**config.mk**
```make
export PLATFORM = sky130hd
export DESIGN_NAME = arp_rx_parser
export DESIGN_NICKNAME = d
export VERILOG_FILES = /design/src/rtl/eth_pkg.sv /design/src/rtl/sat_counter16.sv /design/src/rtl/arp_rx_parser.sv
export SDC_FILE = /design/constraint.sdc
export NUM_CORES = 1
export LEC_CHECK = 0
export BUFFER_PORTS_ARGS = -buffer_cell sky130_fd_sc_hd__buf_2
export CAP_MARGIN = 20
export CORE_MARGIN = 1
export CORE_UTILIZATION = 57
export CTS_CLUSTER_DIAMETER = 120
export CTS_CLUSTER_SIZE = 10
export DETAILED_ROUTE_END_ITERATION = 10
export GPL_ROUTABILITY_DRIVEN = 0
export PLACE_DENSITY = 0.82
export SETUP_SLACK_MARGIN = 0.15
export SYNTH_ARGS = -nofsm -noshare
export SYNTH_HDL_FRONTEND = slang
export SYNTH_SLANG_ARGS = --single-unit
```
**constraint.sdc**
```tcl
create_clock -name clk -period 3.8 [get_ports clk]
set_input_delay 0.57 -clock clk [delete_from_list [all_inputs] [get_ports clk]]
set_output_delay 0.57 -clock clk [all_outputs]
set_load 0.02 [all_outputs]
```
**src/rtl/eth_pkg.sv**
```systemverilog
// Shared Ethernet/ARP constants, field offsets and receive-parser state encoding.
// Used by both the ARP request transmitter and the ARP receive parser.
package eth_pkg;

    localparam logic [7:0]  PREAMBLE_BYTE  = 8'h55;
    localparam logic [7:0]  SFD_BYTE       = 8'hD5;
    localparam logic [15:0] ETH_TYPE_ARP   = 16'h0806;
    localparam logic [15:0] ARP_HTYPE_ETH  = 16'h0001;
    localparam logic [15:0] ARP_PTYPE_IPV4 = 16'h0800;
    localparam logic [7:0]  ARP_HLEN       = 8'h06;
    localparam logic [7:0]  ARP_PLEN       = 8'h04;
    localparam logic [15:0] ARP_OP_REQ     = 16'h0001;
    localparam logic [15:0] ARP_OP_REPLY   = 16'h0002;

    // Byte offsets counted from the first byte after the SFD.
    localparam logic [5:0] OFS_DST   = 6'd0;
    localparam logic [5:0] OFS_SRC   = 6'd6;
    localparam logic [5:0] OFS_TYPE  = 6'd12;
    localparam logic [5:0] OFS_HTYPE = 6'd14;
    localparam logic [5:0] OFS_PTYPE = 6'd16;
    localparam logic [5:0] OFS_HLEN  = 6'd18;
    localparam logic [5:0] OFS_PLEN  = 6'd19;
    localparam logic [5:0] OFS_OPER  = 6'd20;
    localparam logic [5:0] OFS_SHA   = 6'd22;
    localparam logic [5:0] OFS_SPA   = 6'd28;
    localparam logic [5:0] OFS_THA   = 6'd32;
    localparam logic [5:0] OFS_TPA   = 6'd38;
    localparam logic [5:0] OFS_LAST  = 6'd41;

    typedef enum logic [2:0] {
        ST_IDLE,
        ST_PREAMBLE,
        ST_HDR,
        ST_TRAIL,
        ST_DROP
    } rx_state_t;

endpackage

```
**src/rtl/sat_counter16.sv**
```systemverilog
// 16-bit event counter that sticks at all-ones instead of wrapping.
module sat_counter16 (
    input  logic        clk,
    input  logic        rst_n,
    input  logic        inc,
    output logic [15:0] count
);

    always_ff @(posedge clk or negedge rst_n) begin
        if (!rst_n) begin
            count <= '0;
        end else if (inc && (count != 16'hFFFF)) begin
            count <= count + 16'd1;
        end
    end

endmodule

```
**src/rtl/arp_rx_parser.sv**
```systemverilog
// ARP receive parser: locks onto preamble/SFD, filters Ethernet II ARP frames
// addressed to this board and reports sender MAC/IP, opcode and statistics.
module arp_rx_parser
    import eth_pkg::*;
#(
    parameter logic [47:0] LOCAL_MAC    = 48'hACA62DBB53A1,
    parameter logic [31:0] LOCAL_IP     = 32'hC0A8000B,
    parameter int unsigned MIN_PREAMBLE = 2
) (
    input  logic        clk,
    input  logic        rst,
    input  logic        rx_dv,
    input  logic        rx_er,
    input  logic [3:0]  rx_d1,
    input  logic [3:0]  rx_d2,
    output logic        arp_valid,
    output logic [15:0] arp_oper,
    output logic [47:0] sender_mac,
    output logic [31:0] sender_ip,
    output logic [15:0] frame_cnt,
    output logic [15:0] drop_cnt
);

    localparam logic [2:0] MIN_PRE = 3'(MIN_PREAMBLE);

    rx_state_t   state, state_next;
    logic [5:0]  byte_idx, byte_idx_next;
    logic [2:0]  pre_cnt, pre_cnt_next;
    logic        bcast_ok, bcast_next, ucast_ok, ucast_next;
    logic [7:0]  rx_byte, exp_byte, ucast_byte;
    logic        chk_en, bcast_hit, ucast_hit, field_bad;
    logic        accept, drop;
    logic [15:0] oper_shadow;
    logic [47:0] sha_shadow;
    logic [31:0] spa_shadow;

    assign rx_byte = {rx_d2, rx_d1};

    // Expected value for each fixed header byte and the unicast MAC byte at the same index.
    always_comb begin
        chk_en     = 1'b0;
        exp_byte   = '0;
        ucast_byte = '0;
        case (byte_idx)
            6'd0:  ucast_byte = LOCAL_MAC[47:40];
            6'd1:  ucast_byte = LOCAL_MAC[39:32];
            6'd2:  ucast_byte = LOCAL_MAC[31:24];
            6'd3:  ucast_byte = LOCAL_MAC[23:16];
            6'd4:  ucast_byte = LOCAL_MAC[15:8];
            6'd5:  ucast_byte = LOCAL_MAC[7:0];
            6'd12: begin chk_en = 1'b1; exp_byte = ETH_TYPE_ARP[15:8];   end
            6'd13: begin chk_en = 1'b1; exp_byte = ETH_TYPE_ARP[7:0];    end
            6'd14: begin chk_en = 1'b1; exp_byte = ARP_HTYPE_ETH[15:8];  end
            6'd15: begin chk_en = 1'b1; exp_byte = ARP_HTYPE_ETH[7:0];   end
            6'd16: begin chk_en = 1'b1; exp_byte = ARP_PTYPE_IPV4[15:8]; end
            6'd17: begin chk_en = 1'b1; exp_byte = ARP_PTYPE_IPV4[7:0];  end
            6'd18: begin chk_en = 1'b1; exp_byte = ARP_HLEN;             end
            6'd19: begin chk_en = 1'b1; exp_byte = ARP_PLEN;             end
            6'd38: begin chk_en = 1'b1; exp_byte = LOCAL_IP[31:24];      end
            6'd39: begin chk_en = 1'b1; exp_byte = LOCAL_IP[23:16];      end
            6'd40: begin chk_en = 1'b1; exp_byte = LOCAL_IP[15:8];       end
            6'd41: begin chk_en = 1'b1; exp_byte = LOCAL_IP[7:0];        end
            default: ;
        endcase
    end

    assign bcast_hit = bcast_ok && (rx_byte == 8'hFF);
    assign ucast_hit = ucast_ok && (rx_byte == ucast_byte);
    assign field_bad = (byte_idx < OFS_SRC) ? !(bcast_hit || ucast_hit)
                                            : (chk_en && (rx_byte != exp_byte));

    always_comb begin
        state_next    = state;
        byte_idx_next = byte_idx;
        pre_cnt_next  = pre_cnt;
        bcast_next    = bcast_ok;
        ucast_next    = ucast_ok;
        accept        = 1'b0;
        drop          = 1'b0;
        case (state)
            ST_IDLE: begin
                if (rx_dv) begin
                    if (rx_byte == PREAMBLE_BYTE) begin
                        state_next   = ST_PREAMBLE;
                        pre_cnt_next = 3'd1;
                    end else begin
                        state_next = ST_TRAIL;
                    end
                end
            end
            ST_PREAMBLE: begin
                if (!rx_dv) begin
                    state_next = ST_IDLE;
                end else if (rx_er) begin
                    state_next = ST_TRAIL;
                end else if (rx_byte == PREAMBLE_BYTE) begin
                    pre_cnt_next = (pre_cnt == 3'd7) ? 3'd7 : pre_cnt + 3'd1;
                end else if ((rx_byte == SFD_BYTE) && (pre_cnt >= MIN_PRE)) begin
                    state_next    = ST_HDR;
                    byte_idx_next = OFS_DST;
                    bcast_next    = 1'b1;
                    ucast_next    = 1'b1;
                end else begin
                    state_next = ST_TRAIL;
                end
            end
            ST_HDR: begin
                if (!rx_dv) begin
                    state_next = ST_IDLE;
                    drop       = 1'b1;
                end else if (rx_er || field_bad) begin
                    state_next = ST_DROP;
                    drop       = 1'b1;
                end else if (byte_idx == OFS_LAST) begin
                    state_next = ST_TRAIL;
                    accept     = 1'b1;
                end else begin
                    byte_idx_next = byte_idx + 6'd1;
                    bcast_next    = bcast_hit;
                    ucast_next    = ucast_hit;
                end
            end
            ST_TRAIL, ST_DROP: begin
                if (!rx_dv) begin
                    state_next = ST_IDLE;
                end
            end
            default: state_next = ST_IDLE;
        endcase
    end

    always_ff @(posedge clk or negedge rst) begin
        if (!rst) begin
            state    <= ST_IDLE;
            byte_idx <= '0;
            pre_cnt  <= '0;
            bcast_ok <= 1'b0;
            ucast_ok <= 1'b0;
        end else begin
            state    <= state_next;
            byte_idx <= byte_idx_next;
            pre_cnt  <= pre_cnt_next;
            bcast_ok <= bcast_next;
            ucast_ok <= ucast_next;
        end
    end

    // Shadows fill MSB-first; outputs only see them once the whole frame has passed.
    always_ff @(posedge clk or negedge rst) begin
        if (!rst) begin
            oper_shadow <= '0;
            sha_shadow  <= '0;
            spa_shadow  <= '0;
        end else if ((state == ST_HDR) && rx_dv && !rx_er) begin
            if ((byte_idx >= OFS_OPER) && (byte_idx < OFS_SHA)) begin
                oper_shadow <= {oper_shadow[7:0], rx_byte};
            end
            if ((byte_idx >= OFS_SHA) && (byte_idx < OFS_SPA)) begin
                sha_shadow <= {sha_shadow[39:0], rx_byte};
            end
            if ((byte_idx >= OFS_SPA) && (byte_idx < OFS_THA)) begin
                spa_shadow <= {spa_shadow[23:0], rx_byte};
            end
        end
    end

    always_ff @(posedge clk or negedge rst) begin
        if (!rst) begin
            arp_valid  <= 1'b0;
            arp_oper   <= '0;
            sender_mac <= '0;
            sender_ip  <= '0;
        end else begin
            arp_valid <= accept;
            if (accept) begin
                arp_oper   <= oper_shadow;
                sender_mac <= sha_shadow;
                sender_ip  <= spa_shadow;
            end
        end
    end

    sat_counter16 u_frame_cnt (
        .clk   (clk),
        .rst_n (rst),
        .inc   (accept),
        .count (frame_cnt)
    );

    sat_counter16 u_drop_cnt (
        .clk   (clk),
        .rst_n (rst),
        .inc   (drop),
        .count (drop_cnt)
    );

endmodule

```
==> metrics.md, run 1 <==
| Metric | Value |
|---|---|
| Status | completed |
| Fraction of registers with async set/reset | 1.000 |
| Skew-Pair Late Insertion Delay | 0.53 ns |
| Die area | 18300 sq um |
| Setup TNS | 0 ns |
| Switch Pwr | 0.001317 W |
| Peak supply drop | 0.0003346 V |
| Max Slew Vio Count | 0 |
| CTS max path bufs | 3 |
| GRT overflow | 0 |
| HP Class | primary input to asynchronous set/reset pin |
| Fillers | 1222 |
| DRT iter0 DRCs | 374 |
| CP Data Required Time | 4.20 ns |
| Max frequency | 289.2 MHz |
| Final WL | 20280 um |
| Syn_nets | 758 |
| Syn_area_per_cell | 13.72 sq um |
| Cell area after synthesis | 10120 sq um |
| Startpoint Class | register |
| CP arrival | 3.86 ns |
| Clock slew seen by the registers of the worst setup and hold paths | 0.05 ns |
| Wire length per cell | 18.21 um |
| Setup violators final | 0 |
| Initial core utilization | 0.5854 |
| Clock sink count | 239 |
| Pin count of the biggest net entering global routing | 111 |
| Via count | 6409 |
| Worst Path Max Fanout | 37 |
| DRT Pass-1 Iters | 5 |
| Crit Reg-Reg Endpoint | u_frame_cnt.count[14] |
| Netlist cell types | 59 |
| Post-DP HPWL | 13260 um |
| Cts hold-fix bufs | 0 |
| Crit Path Class | register to register |
| Seq/Total Area, Yosys | 0.5907 |
| Minimum clock period | 3.457 ns |
| Crit path capture type | register |
| Layout cell share with drive strength beyond 1 | 0.4466 |
| DRC | 0 |
| Post-CTS setup buffers | 0 |
| Slew headroom | 0.4611 |
| Syn Inst Count | 738 |
| P&R area growth vs syn | 17.54% |
| Post-DR vias/cell | 5.753 |
| Tcrit/Tclk final | 0.9098 |
| Flop pwr share | 0.501 |
| Die height | 135.3 um |
| Post-synth EDFFs | 0 |
| I/O Pins | 141 |
| Leak pwr | 6.245 nW |
| Final Hold Vio Count | 0 |
| Worst r2r src | byte_idx[1] |
| Vias in the first global route | 6434 |
| Final ANT Viol Nets | 0 |
| Core area | 17300 sq um |
| Worst-Margin Slew | 0.8083 ns |
| CTS Buf Count | 27 |
| FF+latch count, synth | 239 |
| First-pass GRT wire length | 33310 um |
| Switching Fraction | 0.2464 |
| Top_reg_cell synth | dfrtp_1 |
| # diodes | 0 |
| H-tree Lvls | 1 |
| Initial antenna violation count | 0 |
| Clock group share of total power | 0.406 |
| Internal power | 0.004029 W |
| Pwr/cell area | 449.3 nW/um^2 |
| Hold_ws | 0.1052 ns |
| Fin nets | 909 |
| Port bufs | 140 |
| Num rows | 48 |
| Clk root buf | clkbuf_16 |
| Die Span X | 135.3 um |
| RSZ-0062 raised after global routing | no |
| Max-Cap Viols | 0 |
| Synth warn | 0 |
| Combinational power share | 0.093 |
| Worst r2r path cells | 12 |
| Setup Skew | 0.01146 ns |
| Overall routing resource usage | 0.2282 |
| CTS tree | built |
| R2R setup slack | 0.34 ns |
## Yosys cell counts, drive strengths merged, types with 7 or more instances
cell type    n  share of area
ha           8         0.0099
a21oi        8         0.0040
dfrtp      239           0.59
clkbuf      15         0.0056
nand4       19          0.012
nand2       27          0.010
o21ai       13         0.0064
nor3        12         0.0070
nand3       14         0.0069
xnor2       31          0.027
nand2b       7         0.0043
nor2        20         0.0074
and3        15         0.0093
buf         23          0.012
mux2       198           0.22
## final cells by class
class                      count  area (sq um)  area share
clock buffer                  28         679.4     0.05709
clock inverter                 1         20.02    0.001682
inverter                       5         18.77    0.001577
multi-input combinational    456          3996      0.3358
sequential                   239          5981      0.5026
tap                          225         281.5     0.02366
timing repair buffer         160         923.4     0.07759
## logic make-up (layout without fill, tap and decap cells)
kind of cell               after synthesis  in the layout  share of synthesized area
muxes                                  202            202                     0.2242
and+or+nand+nor                        153            153                    0.08626
xor gates and xnor gates                35             35                    0.03028
adders and majority gates                8              8                   0.009887
AOI/OAI and AO/OA                       58             58                    0.03930
DFF                                    239            239                     0.5907
buffers and inverters                   43            194                    0.01940
## worst max-delay path by stage
stage / start / end / cells after the start
after floorplan: byte_idx[1] / arp_oper[0] / 11
after global placement: byte_idx[0] / u_frame_cnt.count[12] / 11
after detailed placement: byte_idx[0] / u_frame_cnt.count[14] / 11
after CTS: byte_idx[1] / u_frame_cnt.count[14] / 12
after global routing: byte_idx[1] / u_frame_cnt.count[14] / 12
final: byte_idx[1] / u_frame_cnt.count[14] / 12
## repair_timing
item                                    CTS  global route
endpoints found under the hold margin     0             0
resized for setup                         0             7
endpoints found under the setup margin    0            89
## power by group through the flow
stage	sequential [W]	clock [W]	combinational [W]
6_report	0.00268	0.00217	0.000496
3_3_place_gp	0.00271	0	0.000475
3_5_place_dp	0.00272	0	0.000483
5_1_grt	0.00269	0.00232	0.000548
2_1_floorplan	0.00273	0	0.000282
4_1_cts	0.00267	0.00223	0.000486
## through the flow
stage | area (sq um) | power [W] | util | std cells | setup slack, ns
after global placement | 11160 | 0.003189 | 0.6454 | 1085 | 0.4103
final | 11900 | 0.005347 | 0.6880 | 1114 | 0.3426
after CTS | 11860 | 0.005385 | 0.6858 | 1114 | 0.1922
after floorplan | 10120 | 0.003008 | - | 738 | 0.5870
after global routing | 11900 | 0.005552 | 0.6880 | 1114 | 0.1608
after detailed placement | 11160 | 0.003199 | 0.6454 | 1085 | 0.2738
## worst max-delay path, cell delays in order, from the launching register on
cell and delay, ns:
dfrtp_1 0.44, inv_1 0.16, ha_2 0.27, nor4bb_2 0.38, mux2i_1 0.23, a211oi_1 0.06, nor4_1 0.41, a41oi_2 0.23
nor3_4 0.27, buf_12 0.22, buf_12 0.25, nand4_1 0.13, mux2_2 0.29
## per-layer routing
| metal | track usage | wire length, um | part of all wire |
|---|---|---|---|
| met1 | 0.3225 | 9139 | 0.45 |
| met2 | 0.3664 | 9694 | 0.48 |
| met3 | 0.04227 | 1192 | 0.059 |
| met4 | 0.05556 | 257 | 0.013 |
| met5 | 0 | 0 | 0 |
## flip-flops by register name (all words and copies together) (netlist names)
name               count
oper_shadow           16
sha_shadow            48
u_frame_cnt.count     16
byte_idx               6
u_drop_cnt.count      16
ucast_ok               1
pre_cnt                3
bcast_ok               1
state                  3
arp_valid              1
sender_mac            48
spa_shadow            32
arp_oper              16
sender_ip             32
## placed cells by master (no fill, tap or decap), types with 5 or more instances in the layout
| master | synthesis | final |
|---|---|---|
| a21oi_1 | 8 | 8 |
| and2_1 | 6 | 6 |
| and3_1 | 15 | 15 |
| buf_12 | 0 | 5 |
| buf_2 | 13 | 139 |
| buf_4 | 5 | 15 |
| clkbuf_16 | 0 | 27 |
| dfrtp_1 | 239 | 239 |
| ha_1 | 8 | 6 |
| inv_1 | 5 | 5 |
| mux2_2 | 198 | 198 |
| nand2_1 | 27 | 27 |
| nand2b_1 | 7 | 7 |
| nand3_1 | 14 | 14 |
| nand4_1 | 19 | 19 |
| nor2_1 | 20 | 20 |
| nor2b_1 | 6 | 6 |
| nor3_1 | 11 | 11 |
| o21ai_0 | 13 | 12 |
| o31ai_1 | 6 | 5 |
| xnor2_1 | 31 | 31 |
No activity file was read; power rests on OpenSTA's default activity.
==> inputs of run 2 (changes only) <==
--- a/config.mk
+++ b/config.mk
@@ -7,12 +7,12 @@
 export LEC_CHECK = 0
 export BUFFER_PORTS_ARGS = -buffer_cell sky130_fd_sc_hd__buf_2
 export CAP_MARGIN = 20
-export CORE_MARGIN = 1
 export CORE_UTILIZATION = 57
 export CTS_CLUSTER_DIAMETER = 120
 export CTS_CLUSTER_SIZE = 10
 export DETAILED_ROUTE_END_ITERATION = 10
 export GPL_ROUTABILITY_DRIVEN = 0
+export MAX_ROUTING_LAYER = met4
 export PLACE_DENSITY = 0.82
 export SETUP_SLACK_MARGIN = 0.15
 export SYNTH_ARGS = -nofsm -noshare
==> run 2 against run 1 <==
First-iteration DRC count up 1.3%. Worst setup slack worse by 0.0032 ns. Non-clock buffer count unchanged. Die area unchanged. Utilization unchanged. Sequential share of layout area unchanged. Register-to-register slack about the same. Wire length about the same. Clock power about the same. Clock skew down 0.0030 ns. Power about the same. Cell area unchanged. Largest cell class unchanged.
==> metrics.md, run 2 (synthesis results as in run 1) <==
| Metric | Value |
|---|---|
| Status | completed |
| Clock group share of total power | 0.406 (about the same) |
| Flop pwr share | 0.501 (about the same) |
| Resized cells post-CTS | 0 (unchanged) |
| Met3 wire len | 1094 um (-8.2%) |
| Minimum clock period | 3.461 ns (+0.003163 ns) |
| Post-DP HPWL | 13260 um (unchanged) |
| Vias in the first global route | 6449 (+0.23%) |
| Multi-input gate area | 3996 sq um (unchanged) |
| CTS Buf Count | 27 (unchanged) |
| I/O Pins | 141 (unchanged) |
| CTS max path bufs | 3 (unchanged) |
| Setup TNS | 0 ns (unchanged) |
| Layout cell share with drive strength beyond 1 | 0.4466 (unchanged) |
| Initial core utilization | 0.5854 (unchanged) |
| Switching Fraction | 0.2465 (about the same) |
| Post-CTS setup buffers | 0 (unchanged) |
| Clock sink count | 239 (unchanged) |
| Largest regs | sender_mac x48, sha_shadow x48 |
| Combinational power share | 0.093 (about the same) |
| Max frequency | 289.0 MHz (about the same) |
| Worst Path Max Fanout | 37 (unchanged) |
| Leak pwr | 6.245 nW (unchanged) |
| R2R setup slack | 0.34 ns (about the same) |
| CP bufs+invs | 3 (unchanged) |
| Clock slew seen by the registers of the worst setup and hold paths | 0.05 ns (about the same) |
| Post-DP Area | 11160 sq um (unchanged) |
| Switch Pwr | 0.001318 W (about the same) |
| Register area | 5981 sq um (unchanged) |
| Max stage delay on crit path | 0.44 ns (about the same) |
| Pin count of the biggest net entering global routing | 111 (unchanged) |
| Commonest non-fill, non-tap cell in the layout | dfrtp_1 |
| Max Used Layer | met4 |
| Fillers | 1222 (unchanged) |
| Post-DR vias/cell | 5.737 (-0.28%) |
| First-pass GRT wire length | 33310 um (unchanged) |
| Tcrit/Tclk final | 0.9107 (about the same) |
| DRT iter0 DRCs | 379 (+1.3%) |
| Num rows | 48 (unchanged) |
| Max Slew Vio Count | 0 (unchanged) |
| Crit Reg-Reg Endpoint | u_frame_cnt.count[14] |
| Crit Path Class | register to register |
| Initial antenna violation count | 0 (unchanged) |
| Critical-path top delay cell | dfrtp_1 |
| CTS tree | built |
| Setup Skew | 0.008484 ns (-0.002975 ns) |
| Met2 wire length | 9723 um (+0.30%) |
| Via count | 6391 (-0.28%) |
| # diodes | 0 (unchanged) |
| Slew headroom | 0.4616 (about the same) |
| Overall routing resource usage | 0.2353 (+0.007097) |
| Internal power | 0.004029 W (about the same) |
| Port bufs | 140 (unchanged) |
| Most frequent CP cell | buf_12 |
| DRC | 0 (unchanged) |
| Worst r2r path cells | 12 (unchanged) |
| Max-Cap Viols | 0 (unchanged) |
| Core area | 17300 sq um (unchanged) |
| Peak supply drop | 0.0003351 V (+0.16%) |
| Final WL | 20300 um (about the same) |
| Die area | 18300 sq um (unchanged) |
| RSZ-0062 raised after global routing | no |
| Final Cell Area | 11900 sq um (unchanged) |
| DRT Pass-1 Iters | 5 (unchanged) |
| Clk root buf | clkbuf_16 |
| Crit path capture type | register |
| Fin nets | 909 (unchanged) |
| Pwr/cell area | 449.3 nW/um^2 (about the same) |
| Worst-Margin Slew | 0.8077 ns (-0.0006378 ns) |
| CP Data Required Time | 4.21 ns (about the same) |
| CP arrival | 3.87 ns (about the same) |
| CP cell instances | inv_1, ha_2, nor4bb_2, mux2i_1, a211oi_1, nor4_1, a41oi_2, nor3_4, buf_12, buf_12, nand4_1, mux2_2 |
| GRT overflow | 0 (unchanged) |
| Cts hold-fix bufs | 0 (unchanged) |
| Total power | 0.005347 W (about the same) |
| H-tree Lvls | 1 (unchanged) |
| CP delay by family, top | simple AND/OR/NAND/NOR gates |
| Startpoint Class | register |
| Final Hold Vio Count | 0 (unchanged) |
| Final ANT Viol Nets | 0 (unchanged) |
| Die Span X | 135.3 um (unchanged) |
| P&R area growth vs syn | 17.54% (unchanged) |
| Wl on met1 | 9199 um (+0.66%) |
| Skew-Pair Late Insertion Delay | 0.53 ns (about the same) |
| Setup violators final | 0 (unchanged) |
| Wire length per cell | 18.22 um (about the same) |
| Most frequent cells in the layout | 239 x dfrtp_1, 198 x mux2_2, 139 x buf_2 |
| Worst r2r src | byte_idx[1] |
| HP Class | primary input to asynchronous set/reset pin |
| Core Util, Final | 0.6880 (unchanged) |
| Die height | 135.3 um (unchanged) |
-- run 2: per-layer routing --
layer,up-vias,global-route usage
li1,2948,-
met1,3230,0.3232
met2,180,0.3687
met3,33,0.03853
met4,0,0.05556
met5,-,-
-- run 2: power by group through the flow --
stage                     Combinational [W]  Clock [W]  Sequential [W]
after global placement             0.000475          0         0.00271
after CTS                          0.000486    0.00223         0.00267
after floorplan                    0.000282          0         0.00273
after detailed placement           0.000483          0         0.00272
after global routing               0.000548    0.00232         0.00269
final                              0.000495    0.00217         0.00268
-- run 2: worst max path at each step --
stage / startpoint / end / slack (ns) / depth (start not counted)
after floorplan: byte_idx[1] / arp_oper[0] / 0.59 / 11
after global placement: byte_idx[0] / u_frame_cnt.count[12] / 0.41 / 11
after detailed placement: byte_idx[0] / u_frame_cnt.count[14] / 0.27 / 11
after CTS: byte_idx[1] / u_frame_cnt.count[14] / 0.19 / 12
after global routing: byte_idx[1] / u_frame_cnt.count[14] / 0.16 / 12
final: byte_idx[1] / u_frame_cnt.count[14] / 0.34 / 12
-- run 2: worst register-to-register path: cells and delay by family, from the launching register on --
| kind | cells | cell delay (ns) |
|---|---|---|
| buffers and inverters | 3 | 0.63 |
| AO/OA/AOI/OAI | 2 | 0.29 |
| multiplexers | 2 | 0.52 |
| adder cells (fa/ha/maj) | 1 | 0.27 |
| flip-flops | 1 | 0.44 |
| AND/OR/NAND/NOR | 4 | 1.19 |
-- run 2: area by class of cell --
class	instances	share of cell area
Clock inverter	1	0.001682
Timing Repair Buffer	160	0.07759
Sequential cell	239	0.5026
Tap cell	225	0.02366
Inverter	5	0.001577
Clock buffer	28	0.05709
Multi-Input combinational cell	456	0.3358
-- run 2: metrics by stage --
| stage | cells | hold slack [ns] | setup WS [ns] |
|---|---|---|---|
| after floorplan | 738 | 0.2744 | 0.5870 |
| after CTS | 1114 | 0.1286 | 0.1922 |
| after global routing | 1114 | 0.1737 | 0.1615 |
| after detailed placement | 1085 | 0.4793 | 0.2738 |
| after global placement | 1085 | 0.4768 | 0.4103 |
| final | 1114 | 0.1058 | 0.3394 |
